`src/rtl/lfsr_arb_ctrl.sv`:
```
// Round-robin arbiter for two requesters that share one 8-bit XNOR LFSR.
// Each grant runs the LFSR a requested number of steps and returns its value with a done pulse.
module lfsr_arb_ctrl #(
    parameter int STEP_W = 4
) (
    input  logic              clk,
    input  logic              rst_n,
    input  logic              seed_load,
    input  logic [7:0]        seed,
    input  logic [1:0]        req,
    input  logic [STEP_W-1:0] steps0,
    input  logic [STEP_W-1:0] steps1,
    output logic [1:0]        gnt,
    output logic [1:0]        done,
    output logic [7:0]        data_out,
    output logic              busy
);

    typedef enum logic [1:0] {
        IDLE = 2'd0,
        RUN  = 2'd1,
        DONE = 2'd2
    } state_t;

    state_t            state_q, state_d;
    logic [7:0]        lfsr_q, lfsr_d;
    logic [STEP_W-1:0] cnt_q, cnt_d;
    logic [1:0]        gnt_q, gnt_d;
    logic              ptr_q, ptr_d;
    logic              win;

    always_ff @(posedge clk or negedge rst_n) begin
        if (!rst_n) begin
            state_q <= IDLE;
            lfsr_q  <= 8'h00;
            cnt_q   <= '0;
            gnt_q   <= 2'b00;
            ptr_q   <= 1'b1;
        end else begin
            state_q <= state_d;
            lfsr_q  <= lfsr_d;
            cnt_q   <= cnt_d;
            gnt_q   <= gnt_d;
            ptr_q   <= ptr_d;
        end
    end

    // ptr_q holds the last granted requester; a tie goes to the other one.
    assign win = (req == 2'b11) ? ~ptr_q : req[1];

    always_comb begin
        state_d = state_q;
        lfsr_d  = lfsr_q;
        cnt_d   = cnt_q;
        gnt_d   = gnt_q;
        ptr_d   = ptr_q;
        case (state_q)
            IDLE: begin
                if (seed_load) begin
                    // All-ones is the lock-up state of an XNOR LFSR.
                    lfsr_d = (seed == 8'hFF) ? 8'h00 : seed;
                end else if (req != 2'b00) begin
                    gnt_d   = win ? 2'b10 : 2'b01;
                    cnt_d   = win ? steps1 : steps0;
                    state_d = RUN;
                end
            end
            RUN: begin
                lfsr_d = {lfsr_q[6:0], ~(lfsr_q[7] ^ lfsr_q[4])};
                // A latched count of zero wraps and yields 2^STEP_W shifts.
                cnt_d  = cnt_q - STEP_W'(1);
                if (cnt_q == STEP_W'(1)) begin
                    state_d = DONE;
                end
            end
            DONE: begin
                ptr_d   = gnt_q[1];
                gnt_d   = 2'b00;
                state_d = IDLE;
            end
            default: begin
                gnt_d   = 2'b00;
                state_d = IDLE;
            end
        endcase
    end

    assign gnt      = gnt_q;
    assign done     = (state_q == DONE) ? gnt_q : 2'b00;
    assign busy     = (state_q != IDLE);
    assign data_out = lfsr_q;

endmodule

```
`config.mk`:
```
export PLATFORM = sky130hd
export DESIGN_NAME = lfsr_arb_ctrl
export DESIGN_NICKNAME = d
export VERILOG_FILES = /design/src/rtl/lfsr_arb_ctrl.sv
export SDC_FILE = /design/constraint.sdc
export NUM_CORES = 1
export LEC_CHECK = 0
export BUFFER_PORTS_ARGS = -buffer_cell sky130_fd_sc_hd__buf_2
export CORE_UTILIZATION = 40
export CTS_BUF_LIST = sky130_fd_sc_hd__clkbuf_8 sky130_fd_sc_hd__clkbuf_16
export DETAILED_ROUTE_END_ITERATION = 12
export HOLD_SLACK_MARGIN = 0.12
export PLACE_DENSITY = 0.77
export RECOVER_POWER = 50
export SYNTH_ARGS = -nofsm -noshare
export SYNTH_HDL_FRONTEND = slang
export SYNTH_SLANG_ARGS = --single-unit
```
`constraint.sdc`:
```
create_clock -name clk -period 3.58 [get_ports clk]
set_clock_uncertainty 0.2 [all_clocks]
set_input_delay 0.537 -clock clk [delete_from_list [all_inputs] [get_ports clk]]
set_output_delay 0.537 -clock clk [all_outputs]
set_load 0.05 [all_outputs]
```
Word level (Yosys, flattened, before mapping)
Cells that the tools add are included.

cells by class
  add/subtract/negate cells = 1
  equality and inequality tests = 9
  multiplexer cells = 17
  bitwise gates (word level) = 4
  reduce and logical (&&, ||, !) cells = 8

operators by type and width
  operator                                                               number
  8-bit 2-to-1 mux                                                       2
  8-bit one-hot mux with 2 select lines                                  1
  2-bit 2-to-1 mux                                                       7
  4-bit 2-to-1 mux                                                       3
  3-bit AND reduction                                                    3
  8-bit equality test, second input constant                             1
  2-bit inequality test, second input constant                           4
  2-bit one-hot mux with 2 select lines                                  2
  4-bit one-hot mux with 2 select lines                                  1
  2-bit nonzero test                                                     3
  2-bit equality test, second input constant                             2
  4-bit by 1-bit equality test with 1-bit output, second input constant  1
  4-bit by 1-bit subtractor with 4-bit output, second input constant     1
  1-bit inverter                                                         3
  2-bit by 1-bit equality test with 1-bit output, second input constant  1
  2-bit zero test                                                        1
  2-bit AND reduction                                                    1
  1-bit 2-to-1 mux                                                       1
  1-bit XOR                                                              1

word-level totals
  flip-flop bits (word level) = 17
  input bits = 21
  output and inout bits = 13
  logic and storage cells = 44

Longest topological paths before layout
  depth in word-level cells = 6
  mapped depth = 5
  mapped depth without buffers = 5

Least setup slack after synthesis
No wires, ideal clock.

  kind = register to output
  start point = reg state_q[0]
  end point = out done[1]
  data arrival time = 1425 ps
  data required time = 2843 ps
  path slack = 1418 ps
  cell stages (with the launch flop) = 4
  path buffers = 1
  cells stage by stage = dfrtp_1 -> buf_4 -> nand2b_1 -> nor2_1

on the way
  cells in the longest elaborated chain, start to end = 2

RTL lines
  what                    RTL line  RTL
  start, declared         25        state_t state_q, state_d;
  start signal, assigned  40        state_q <= state_d;
  2-bit equality test     89        assign done = (state_q == DONE) ? gnt_q : 2'b00;
  2-bit 2-to-1 mux        89
  end, declared           14        output logic [1:0] done,

No other way between the ends.

Worst setup path after layout
Ends and elaborated chain as after synthesis.

==> impl_metrics.tcl <==
set metrics [dict create \
    status "complete, no violations" \
    hold-worst-slack_ps 309 \
    power.net_switching_uw 601 \
    totalNegativeSetupSlack_ps 0 \
    boundaryPins 34 \
    layout-drive-gt1-share_pct 31.8 \
    vias 880 \
    post_drt_wl_per_cell_um 13.9 \
    final_net_count 156 \
    clk_root_buffer_cell "clkbuf_8" \
    worst_path_max_delay_cell "dfrtp_1" \
    critical_path.endpoint_type "primary output" \
    via_count_of_the_first_global_routing_pass 850 \
    clk-insertion-delay-late_ps 250 \
    final_cell_mix "31 x buf_2, 16 x dfrtp_1, 9 x a21o_1" \
    netSwitchingFraction_pct 49.4 \
    dp_hpwl_um 1720 \
    cts.reportedPaths.clkPinSlew_ps 70 \
    grt_antenna_before_repair 0 \
    crit_type "register to primary output" \
    p_per_cell_area_nw_per_um2 992 \
    layout.area.seq_um2 427 \
    pin_count_of_the_biggest_net_entering_global_routing 18 \
    timing.critical_path.max_delay_family "flip-flops" \
    numPortBuffers 33 \
    detail_route.first_pass.iterations 4 \
    most_common_cell_after_layout_fill_and_taps_aside "buf_2" \
    multi_input_comb_area_um2 527 \
    gp_routability_congestion 0.886 \
    tritoncts.num_buffers 3 \
    timing.critical_path.cells "nand2b_1 -> nor2_1 -> buf_2" \
    critical_path.startpoint_type "register" \
    final_antenna_net_count 0 \
    post_synth_num_cell_types 36 \
    chipWidth_um 51.9 \
    filler_cell_count_in_the_final_layout 213 \
    synth_warn 0 \
    critical_path_arrival_ps 1470 \
    synth_sequential_area_ratio_pct 42.8 \
    vdd.ir_drop.worst_mv 0.447 \
    synth_xor_xnor_area_share_pct 0.879 \
    global_route_total_usage_across_every_layer_pct 18.9 \
    part_of_the_power_in_registers_pct 32.8 \
    fp.dieH_um 51.9 \
    postSynthCellCount 97 \
    effective_utilization_at_floorplan_pct 43.8 \
    report.final.hold_viol_count 0 \
    synth.mux.area_fraction_pct 4.52 \
    cts_htree_levels 1 \
    cpPeakStageDelay_ps 530 \
    relSlewSlack_pct 39.5 \
    synth_simple_gate_area_share_pct 15.2 \
    synth_fa_ha_area_share_pct 2.51 \
    critical_path_buf_inv_count 1 \
    cts_tree "built" \
    register_bit_total_from_synthesis 17 \
    totalPowerFinal_uw 1220 \
    power.leakage_uw 0.000637 \
    postLayoutCoreUtil_pct 53.9 \
    cts.sinks 17 \
    dominant_combinational_cell_family_by_area_after_synthesis "compound AO/OA/AOI/OAI gates" \
    clk_buf_depth 2 \
    grt_setup_unrepaired "no" \
    worst-slew-pin-transition_ps 907 \
    antennaDiodeCount 0 \
    timing.critical_path.fanout_max 14 \
    detail_route.drc_violations 0 \
    finalCriticalPeriod_ps 2200 \
    placement_rows 17 \
    routed_via_density 5.50 \
    timing.final.max_slew_violations 0 \
    gr-total-overflow 0 \
    min_delay_worst_type "input port to register" \
    finalSetupViolations 0 \
    grt_pass1_wl_um 3730 \
    pwr-share-clk_pct 11.6 \
    maxClockFrequency_ghz 0.454 \
    floorplan_core_area_um2 2280 \
    area_added_between_synthesis_and_finish_pct 23.1 \
    synth_compound_gate_area_share_pct 30.4 \
    drt_first_iter_violations 25 \
    post_synth.cell_area_avg_um2 10.3 \
    worstPathRequired_ps 2840 \
    syn_nets 120 \
    power_report.internal_total_uw 615 \
    finalCritPeriodShare_pct 61.6 \
    netlist_area_um2 996 \
    floorplan.die_area_um2 2690 \
    pwr-share-comb_pct 55.5 \
    drv_cap 0 \
    wl_um 2220 \
]
-- state kept, by name, summed over array words and instances (netlist names) --
register / flops
cnt_q: 4
data_out: 8
gnt: 2
ptr_q: 1
state_q: 2
-- through the flow --
stage / area [um^2] / cells / setup WS, ps
after floorplan: 996 / 97 / 1420
after global placement: 1180 / 155 / 1690
after detailed placement: 1180 / 155 / 1630
after CTS: 1230 / 160 / 1360
after global routing: 1230 / 160 / 1290
final: 1230 / 160 / 1380
-- repair_timing --
| item | in CTS | in global routing |
|---|---|---|
| hold buffers | 1 | 0 |
| resized for setup | 0 | 0 |
| hold endpoints to repair | 16 | 0 |
| buffers inserted | 0 | 0 |
-- worst paths after layout --
check | from | endpoint | slack (ps) | cells past startpoint
hold reg to reg | ptr_q$_DFFE_PN1N_ | ptr_q$_DFFE_PN1N_ | 340 | 1
setup / recovery | state_q[0]$_DFFE_PN0P_ | done[1] | 1380 | 3
max in group asynchronous | rst_n | state_q[1]$_DFFE_PN0P_ | 1890 | 2
setup reg to reg | state_q[0]$_DFFE_PN0P_ | cnt_q[1]$_DFFE_PN0P_ | 1830 | 3
min in group asynchronous | rst_n | cnt_q[2]$_DFFE_PN0P_ | 740 | 2
hold / removal | seed[3] | data_out[3]$_DFFE_PN0P_ | 310 | 2
-- synthesized netlist by cell type --
master    instances  area (um^2)
inv_2             1         3.75
nand4_1           2         12.5
buf_2             2         10.0
o21bai_1          1         7.51
nand3_1           1         5.00
nand2b_1          2         12.5
or2_1             1         6.26
nor2b_1           7         43.8
or3_1             1         6.26
dfstp_2           1         26.3
a21boi_4          1         18.8
xnor2_1           1         8.76
nor2_2            2         12.5
o211a_1           1         10.0
a22o_1            7         61.3
a21oi_1           5         25.0
or2_2             1         6.26
o31a_1            1         8.76
nand2_1           2         7.51
mux2_4            1         15.0
nor3b_1           1         7.51
a22oi_1           3         22.5
inv_1             4         15.0
dfrtp_1          16          400
mux2i_1           3         30.0
a221o_1           2         20.0
or3b_2            1         8.76
a21o_1            9         67.6
a311oi_1          1         8.76
o21bai_2          1         11.3
o311ai_0          1         8.76
ha_1              2         25.0
o211ai_1          3         22.5
o21ai_0           2         10.0
buf_4             1         7.51
nor2_1            6         22.5
-- power by group through the flow --
stage / combinational, uW / clock, uW / sequential, uW
after floorplan: 374 / 0 / 559
after global placement: 667 / 0 / 394
after detailed placement: 678 / 0 / 404
after CTS: 684 / 146 / 399
after global routing: 727 / 154 / 417
final: 675 / 141 / 399
-- metal layers --
layer | GRT usage [%] | up-vias | share of wire, %
met1 | 24.3 | 424 | 45
met4 | 9.91 | 0 | 1.4
met3 | 2.63 | 4 | 2.0
li1 | - | 433 | -
met5 | 0 | - | 0
met2 | 30.3 | 19 | 52
-- logic make-up after synthesis --
| group | after synthesis |
|---|---|
| AO/OA/AOI/OAI | 38 |
| AND/OR/NAND/NOR | 27 |
| flip-flops | 17 |
| buffers and inverters | 8 |
| multiplexers | 4 |
| adder cells (fa/ha/maj) | 2 |
| XOR/XNOR | 1 |
-- cell type report --
class	count	share of cell area, %
Clock buffer	3	3.37
Clock inverter	1	0.408
Inverter	5	1.53
Multi-Input combinational cell	72	43.0
Sequential cell	17	34.8
Tap cell	28	2.86
Timing Repair Buffer	34	14.1
(Power assumes the default switching activity.)
